File: config.mk
export PLATFORM = sky130hd
export DESIGN_NAME = uart_rx_cfg
export DESIGN_NICKNAME = d
export VERILOG_FILES = /design/src/rtl/uart_pkg.sv /design/src/rtl/uart_baud_gen.sv /design/src/rtl/uart_rx_cfg.sv
export SDC_FILE = /design/constraint.sdc
export NUM_CORES = 1
export LEC_CHECK = 0
export CAP_MARGIN = 20
export CELL_PAD_IN_SITES_DETAIL_PLACEMENT = 1
export CELL_PAD_IN_SITES_GLOBAL_PLACEMENT = 1
export CORE_ASPECT_RATIO = 0.7
export CORE_MARGIN = 8
export CORE_UTILIZATION = 46
export DETAILED_ROUTE_END_ITERATION = 8
export PLACE_DENSITY = 0.8
export SYNTH_ARGS = -nofsm -noshare
export SYNTH_HDL_FRONTEND = slang
export SYNTH_HIERARCHICAL = 1
export SYNTH_SLANG_ARGS = --single-unit
File: constraint.sdc
create_clock -name clk -period 3.2 [get_ports clk]
set_input_delay 0.64 -clock clk [delete_from_list [all_inputs] [get_ports clk]]
set_output_delay 0.64 -clock clk [all_outputs]
set_load 0.01 [all_outputs]
File: src/rtl/uart_pkg.sv
// Shared types and helpers for the configurable UART receiver.
package uart_pkg;

    typedef enum logic [1:0] {
        PAR_NONE,
        PAR_EVEN,
        PAR_ODD
    } parity_e;

    typedef enum logic [2:0] {
        IDLE,
        START,
        DATA,
        PARITY,
        STOP,
        BRK_WAIT
    } rx_state_e;

    // Rounded clocks-per-tick, never below 1.
    function automatic int calc_div(input int clk_freq, input int baud, input int os);
        longint den;
        longint q;
        den = longint'(baud) * longint'(os);
        q   = (longint'(clk_freq) + den / 2) / den;
        if (q < 1) q = 1;
        return int'(q);
    endfunction

endpackage

File: src/rtl/uart_baud_gen.sv
// Oversampling tick divider; restart realigns the tick phase to a start edge.
module uart_baud_gen #(
    parameter int DIV = 1
) (
    input  logic clk,
    input  logic rst,
    input  logic restart,
    output logic tick
);

    localparam int CW = (DIV > 1) ? $clog2(DIV) : 1;

    logic [CW-1:0] cnt;

    always_ff @(posedge clk or posedge rst) begin
        if (rst) begin
            cnt <= '0;
        end else if (restart || cnt == CW'(DIV - 1)) begin
            cnt <= '0;
        end else begin
            cnt <= cnt + 1'b1;
        end
    end

    assign tick = !restart && (cnt == CW'(DIV - 1));

endmodule

File: src/rtl/uart_rx_cfg.sv
// Configurable UART receiver with majority-vote sampling and a one-word holding register.
// Optional break detection is enabled by defining UART_RX_BREAK_EN.
module uart_rx_cfg
    import uart_pkg::parity_e, uart_pkg::PAR_NONE, uart_pkg::PAR_ODD,
           uart_pkg::rx_state_e, uart_pkg::IDLE, uart_pkg::START, uart_pkg::DATA,
           uart_pkg::STOP, uart_pkg::BRK_WAIT, uart_pkg::calc_div;
#(
    parameter int      CLK_FREQ   = 25_000_000,
    parameter int      BAUD_RATE  = 115_200,
    parameter int      OVERSAMPLE = 16,
    parameter int      DATA_BITS  = 8,
    parameter parity_e PARITY     = PAR_NONE,
    parameter int      STOP_BITS  = 1
) (
    input  logic                 clk,
    input  logic                 rst,
    input  logic                 serial,
    output logic [DATA_BITS-1:0] data,
    output logic                 data_valid,
    input  logic                 data_ready,
    output logic                 frame_err,
    output logic                 parity_err,
    output logic                 overrun,
    output logic                 brk
);

    localparam int DIV     = calc_div(CLK_FREQ, BAUD_RATE, OVERSAMPLE);
    localparam int MID     = OVERSAMPLE / 2;
    localparam int TW      = $clog2(OVERSAMPLE);
    localparam bit HAS_PAR = (PARITY != PAR_NONE);

    rx_state_e state_q, state_d;

    logic                 sync1, sync2, line_q;
    logic                 fall;
    logic                 tick, restart, vote_now, vote;
    logic [TW-1:0]        tick_cnt;
    logic                 smp_a, smp_b;
    logic [3:0]           bit_cnt;
    logic                 last_data, last_stop;
    logic [DATA_BITS-1:0] shreg;
    logic                 par_bit, fe_acc;
    logic                 done, brk_cond;

    always_ff @(posedge clk or posedge rst) begin
        if (rst) begin
            sync1  <= 1'b1;
            sync2  <= 1'b1;
            line_q <= 1'b1;
        end else begin
            sync1  <= serial;
            sync2  <= sync1;
            line_q <= sync2;
        end
    end

    // Edge, not level: a line held low after a bad frame must not retrigger.
    assign fall = line_q && !sync2;

    uart_baud_gen #(.DIV(DIV)) u_baud (
        .clk     (clk),
        .rst     (rst),
        .restart (restart),
        .tick    (tick)
    );

    always_ff @(posedge clk or posedge rst) begin
        if (rst) begin
            tick_cnt <= '0;
        end else if (restart) begin
            tick_cnt <= '0;
        end else if (tick) begin
            tick_cnt <= (tick_cnt == TW'(OVERSAMPLE - 1)) ? '0 : tick_cnt + 1'b1;
        end
    end

    // Each bit is resolved at its third sample; the state names the bit awaiting a vote.
    assign vote_now  = tick && (tick_cnt == TW'(MID + 1));
    assign vote      = (smp_a & smp_b) | (smp_a & sync2) | (smp_b & sync2);
    assign last_data = (bit_cnt == 4'(DATA_BITS - 1));
    assign last_stop = (bit_cnt == 4'(STOP_BITS - 1));

`ifdef UART_RX_BREAK_EN
    assign brk_cond = (bit_cnt == 4'd0) && !vote && (shreg == '0) && !par_bit;

    always_ff @(posedge clk or posedge rst) begin
        if (rst) begin
            brk <= 1'b0;
        end else begin
            brk <= (state_q == STOP) && vote_now && brk_cond;
        end
    end
`else
    assign brk_cond = 1'b0;
    assign brk      = 1'b0;
`endif

    always_ff @(posedge clk or posedge rst) begin
        if (rst) begin
            state_q <= IDLE;
        end else begin
            state_q <= state_d;
        end
    end

    always_comb begin
        state_d = state_q;
        restart = 1'b0;
        done    = 1'b0;
        case (state_q)
            IDLE: begin
                if (fall) begin
                    state_d = START;
                    restart = 1'b1;
                end
            end
            START: begin
                if (vote_now) state_d = vote ? IDLE : DATA;
            end
            DATA: begin
                if (vote_now && last_data) state_d = HAS_PAR ? uart_pkg::PARITY : STOP;
            end
            uart_pkg::PARITY: begin
                if (vote_now) state_d = STOP;
            end
            STOP: begin
                if (vote_now) begin
                    if (brk_cond) begin
                        state_d = BRK_WAIT;
                    end else if (last_stop) begin
                        state_d = IDLE;
                        done    = 1'b1;
                    end
                end
            end
            BRK_WAIT: begin
                if (sync2) state_d = IDLE;
            end
            default: state_d = IDLE;
        endcase
    end

    always_ff @(posedge clk or posedge rst) begin
        if (rst) begin
            smp_a   <= 1'b1;
            smp_b   <= 1'b1;
            bit_cnt <= '0;
            shreg   <= '0;
            par_bit <= 1'b0;
            fe_acc  <= 1'b0;
        end else begin
            if (tick && tick_cnt == TW'(MID - 1)) smp_a <= sync2;
            if (tick && tick_cnt == TW'(MID))     smp_b <= sync2;
            if (vote_now) begin
                case (state_q)
                    START: begin
                        bit_cnt <= '0;
                        par_bit <= 1'b0;
                        fe_acc  <= 1'b0;
                    end
                    DATA: begin
                        shreg   <= {vote, shreg[DATA_BITS-1:1]};
                        bit_cnt <= last_data ? 4'd0 : bit_cnt + 4'd1;
                    end
                    uart_pkg::PARITY: par_bit <= vote;
                    STOP: begin
                        if (!vote) fe_acc <= 1'b1;
                        bit_cnt <= bit_cnt + 4'd1;
                    end
                    default: ;
                endcase
            end
        end
    end

    always_ff @(posedge clk or posedge rst) begin
        if (rst) begin
            data       <= '0;
            data_valid <= 1'b0;
            frame_err  <= 1'b0;
            parity_err <= 1'b0;
            overrun    <= 1'b0;
        end else begin
            overrun <= 1'b0;
            if (done) begin
                if (!data_valid || data_ready) begin
                    data       <= shreg;
                    frame_err  <= fe_acc || !vote;
                    parity_err <= HAS_PAR && ((^shreg ^ par_bit) != (PARITY == PAR_ODD));
                    data_valid <= 1'b1;
                end else begin
                    overrun <= 1'b1;
                end
            end else if (data_valid && data_ready) begin
                data_valid <= 1'b0;
            end
        end
    end

endmodule
==> results.sh <==
export IMPL_status="finished, final reports clean"
export IMPL_drc=0
export IMPL_start_util_pct=46.5
export IMPL_crit_required_ps=3370
export IMPL_path_class="flop to flop"
export IMPL_dp_hpwl_mm=3.09
export IMPL_io_pins=17
export IMPL_cts_sinks=40
export IMPL_place_congestion=0.789
export IMPL_hold_path_class="flop to flop"
export IMPL_async_flop_share_pct=100
export IMPL_r2r_start="state_q[1]"
export IMPL_ys_seq_area_share_pct=51.2
export IMPL_period_minus_slack_ps=2910
export IMPL_crit_start="state_q[1]"
export IMPL_grt_pass1_vias=1451
export IMPL_grt_usage_pct=13.9
export IMPL_p_per_area_nw_per_um2=527
export IMPL_wl_per_cell_um=17.3
export IMPL_insertion_delay_ps=290
export IMPL_synth_edff_count=0
export IMPL_synth_cell_types=44
export IMPL_drv_cap=0
export IMPL_reg2reg_slack_ps=290
export IMPL_syn_area_um2=1970
export IMPL_routed_wl_mm=4.18
export IMPL_h_tree_depth=2
export IMPL_coreArea_um2=4230
export IMPL_syn_area_per_cell_um2=11.4
export IMPL_ant_nets=0
export IMPL_die_y_um=70.7
export IMPL_max_freq_ghz=0.344
export IMPL_finalClockSkew_ps=8.24
export IMPL_vias=1315
export IMPL_die_w_um=94.2
export IMPL_yosys_warnings=6
export IMPL_hold_viol=0
export IMPL_num_rows=20
export IMPL_grt_max_degree=37
export IMPL_first_iter_violations=52
export IMPL_crit_path_end="shreg[6]"
export IMPL_clk_pin_slew_ps=90
export IMPL_antenna_found_initial=0
export IMPL_synth_ff_type="dfrtp_1"
export IMPL_rsz0062_at_grt="no"
export IMPL_leakage_nw=1.03
export IMPL_post_cts_resized=0
export IMPL_postCtsSetupRepairBufs=0
export IMPL_cts_tree="built"
export IMPL_dieArea_um2=6660
export IMPL_finalMaxSlewViolations=0
export IMPL_cts_buffers=5
export IMPL_end_kind="flop"
export IMPL_reg2reg_to="shreg[6]"
export IMPL_reg2reg_depth=7
export IMPL_final_cells=241
export IMPL_nets=196
export IMPL_worst_setup_path_start_kind="flop"
export IMPL_postCtsHoldBufs=0
export IMPL_p_total_w=0.00118
export IMPL_grt_ovfl_total=0
export IMPL_firstDrtPassIters=4
export IMPL_setup_violations=0
export IMPL_worst_path_max_fanout=15
export IMPL_via_per_inst=5.46
export IMPL_cts_max_path_buffers=2
export IMPL_dp_cells=233
export IMPL_layout_drive_gt1_share_pct=21.5
export IMPL_syn_to_final_growth_pct=13.5
export IMPL_nFillCells=455
export IMPL_peakVddDrop_mv=0.302
export IMPL_fin_crit_sh_pct=90.8
export IMPL_finalSetupTns_ps=0
export IMPL_port_buffers=14
export IMPL_grt_pass1_wl_mm=7.41
export IMPL_worstPathArrival_ps=3080
export IMPL_netlist_instances=172
export IMPL_cts_root_buf="clkbuf_8"
export IMPL_synth_seq_cells=40
export IMPL_antenna_cells=0
## report_power, final
part	leakage [nW]	switching [W]	total (W)	internal, W
registers	0.529	0.0000470	0.000591	0.000544
logic	0.439	0.0000926	0.000160	0.0000671
clock network	0.0583	0.000192	0.000427	0.000235
total	1.03	0.000332	0.00118	0.000846
## final cells by class
cell class / instances / area (um2) / share of cell area [%]
Clock inverter: 3 / 47.5 / 2.13
Clock buffer: 5 / 68.8 / 3.08
Tap cell: 55 / 68.8 / 3.08
Timing Repair Buffer: 17 / 163 / 7.28
Sequential cell: 40 / 1010 / 45.1
Inverter: 9 / 33.8 / 1.51
Multi-Input combinational cell: 112 / 845 / 37.8
## worst max-delay path, stage by stage (launching register included)
cell	delay (ps)
dfrtp_1	640
nor2_1	220
and3_1	320
nor2_1	250
nand4b_4	240
nor3b_1	330
and2_1	400
mux2_2	390
## synthesized netlist by cell type, drive strengths merged, types with 2 or more instances
cell    count  area (um2)
dfrtp      35         876
mux2       18         203
nand2      11        41.3
nor2       11        41.3
buf        10        78.8
a21oi       9        48.8
inv         9        33.8
o21ai       8        40.0
ha          7        87.6
nand3       6        30.0
dfstp       5         131
nand2b      4        25.0
nand4b      4        50.1
nor3        4        20.0
o31ai       3        22.5
xor2        3        26.3
clkbuf      2        7.51
nor4        2        12.5
## registers in the layout, indices dropped and copies added, names as in the netlist, 3 cells and up
name,flops
tick_cnt,4
shreg,8
state_q,3
bit_cnt,4
data,8
u_baud/cnt,4
## kinds of logic after synthesis
group           Yosys count  synth area share (%)
compound gates           30                  10.3
xor+xnor                  3                  1.34
fa+ha+maj                 8                  4.96
buf+inv                  21                  6.10
flops                    40                  51.2
mux                      19                  10.8
other cells               1                 0.191
simple gates             50                  15.1
## per-layer routing
metal,global-route usage (%),wire (um),up-vias
li1,-,-,627
met1,18.1,1980,666
met2,21.9,2020,16
met3,3.49,123,6
met4,4.90,52,0
met5,0,0,-
## placed cells by master (no fill, tap or decap), drive strengths merged, types with 2 or more instances in the layout
cell	synthesis	layout
a21oi	9	9
buf	10	3
clkbuf	2	5
clkdlybuf4s50	0	14
clkinv	0	2
conb	1	2
dfrtp	35	35
dfstp	5	5
ha	7	7
inv	9	9
mux2	18	18
nand2	11	11
nand2b	4	4
nand3	6	6
nand4b	4	4
nor2	11	11
nor3	4	4
nor4	2	2
o21ai	8	8
o31ai	3	3
xor2	3	3
## stage by stage
step	setup WS [ps]	cell area [um2]	utilization, %	hold slack, ps
detailed placement	332	2120	50.1	353
global placement	575	2120	50.1	347
global route	97.0	2230	52.8	370
CTS	326	2230	52.8	366
finish	294	2230	52.8	364
floorplan	863	1970	-	345
## how the worst min path moves through the flow
stage	startpoint	endpoint	slack [ps]	cells past startpoint
finish	sync1	sync2	360	0
CTS	sync1	sync2	370	0
floorplan	sync1	sync2	350	0
detailed placement	sync1	sync2	350	0
global route	sync1	sync2	370	0
global placement	sync1	sync2	350	0
Power figures use the tool's default switching activity.
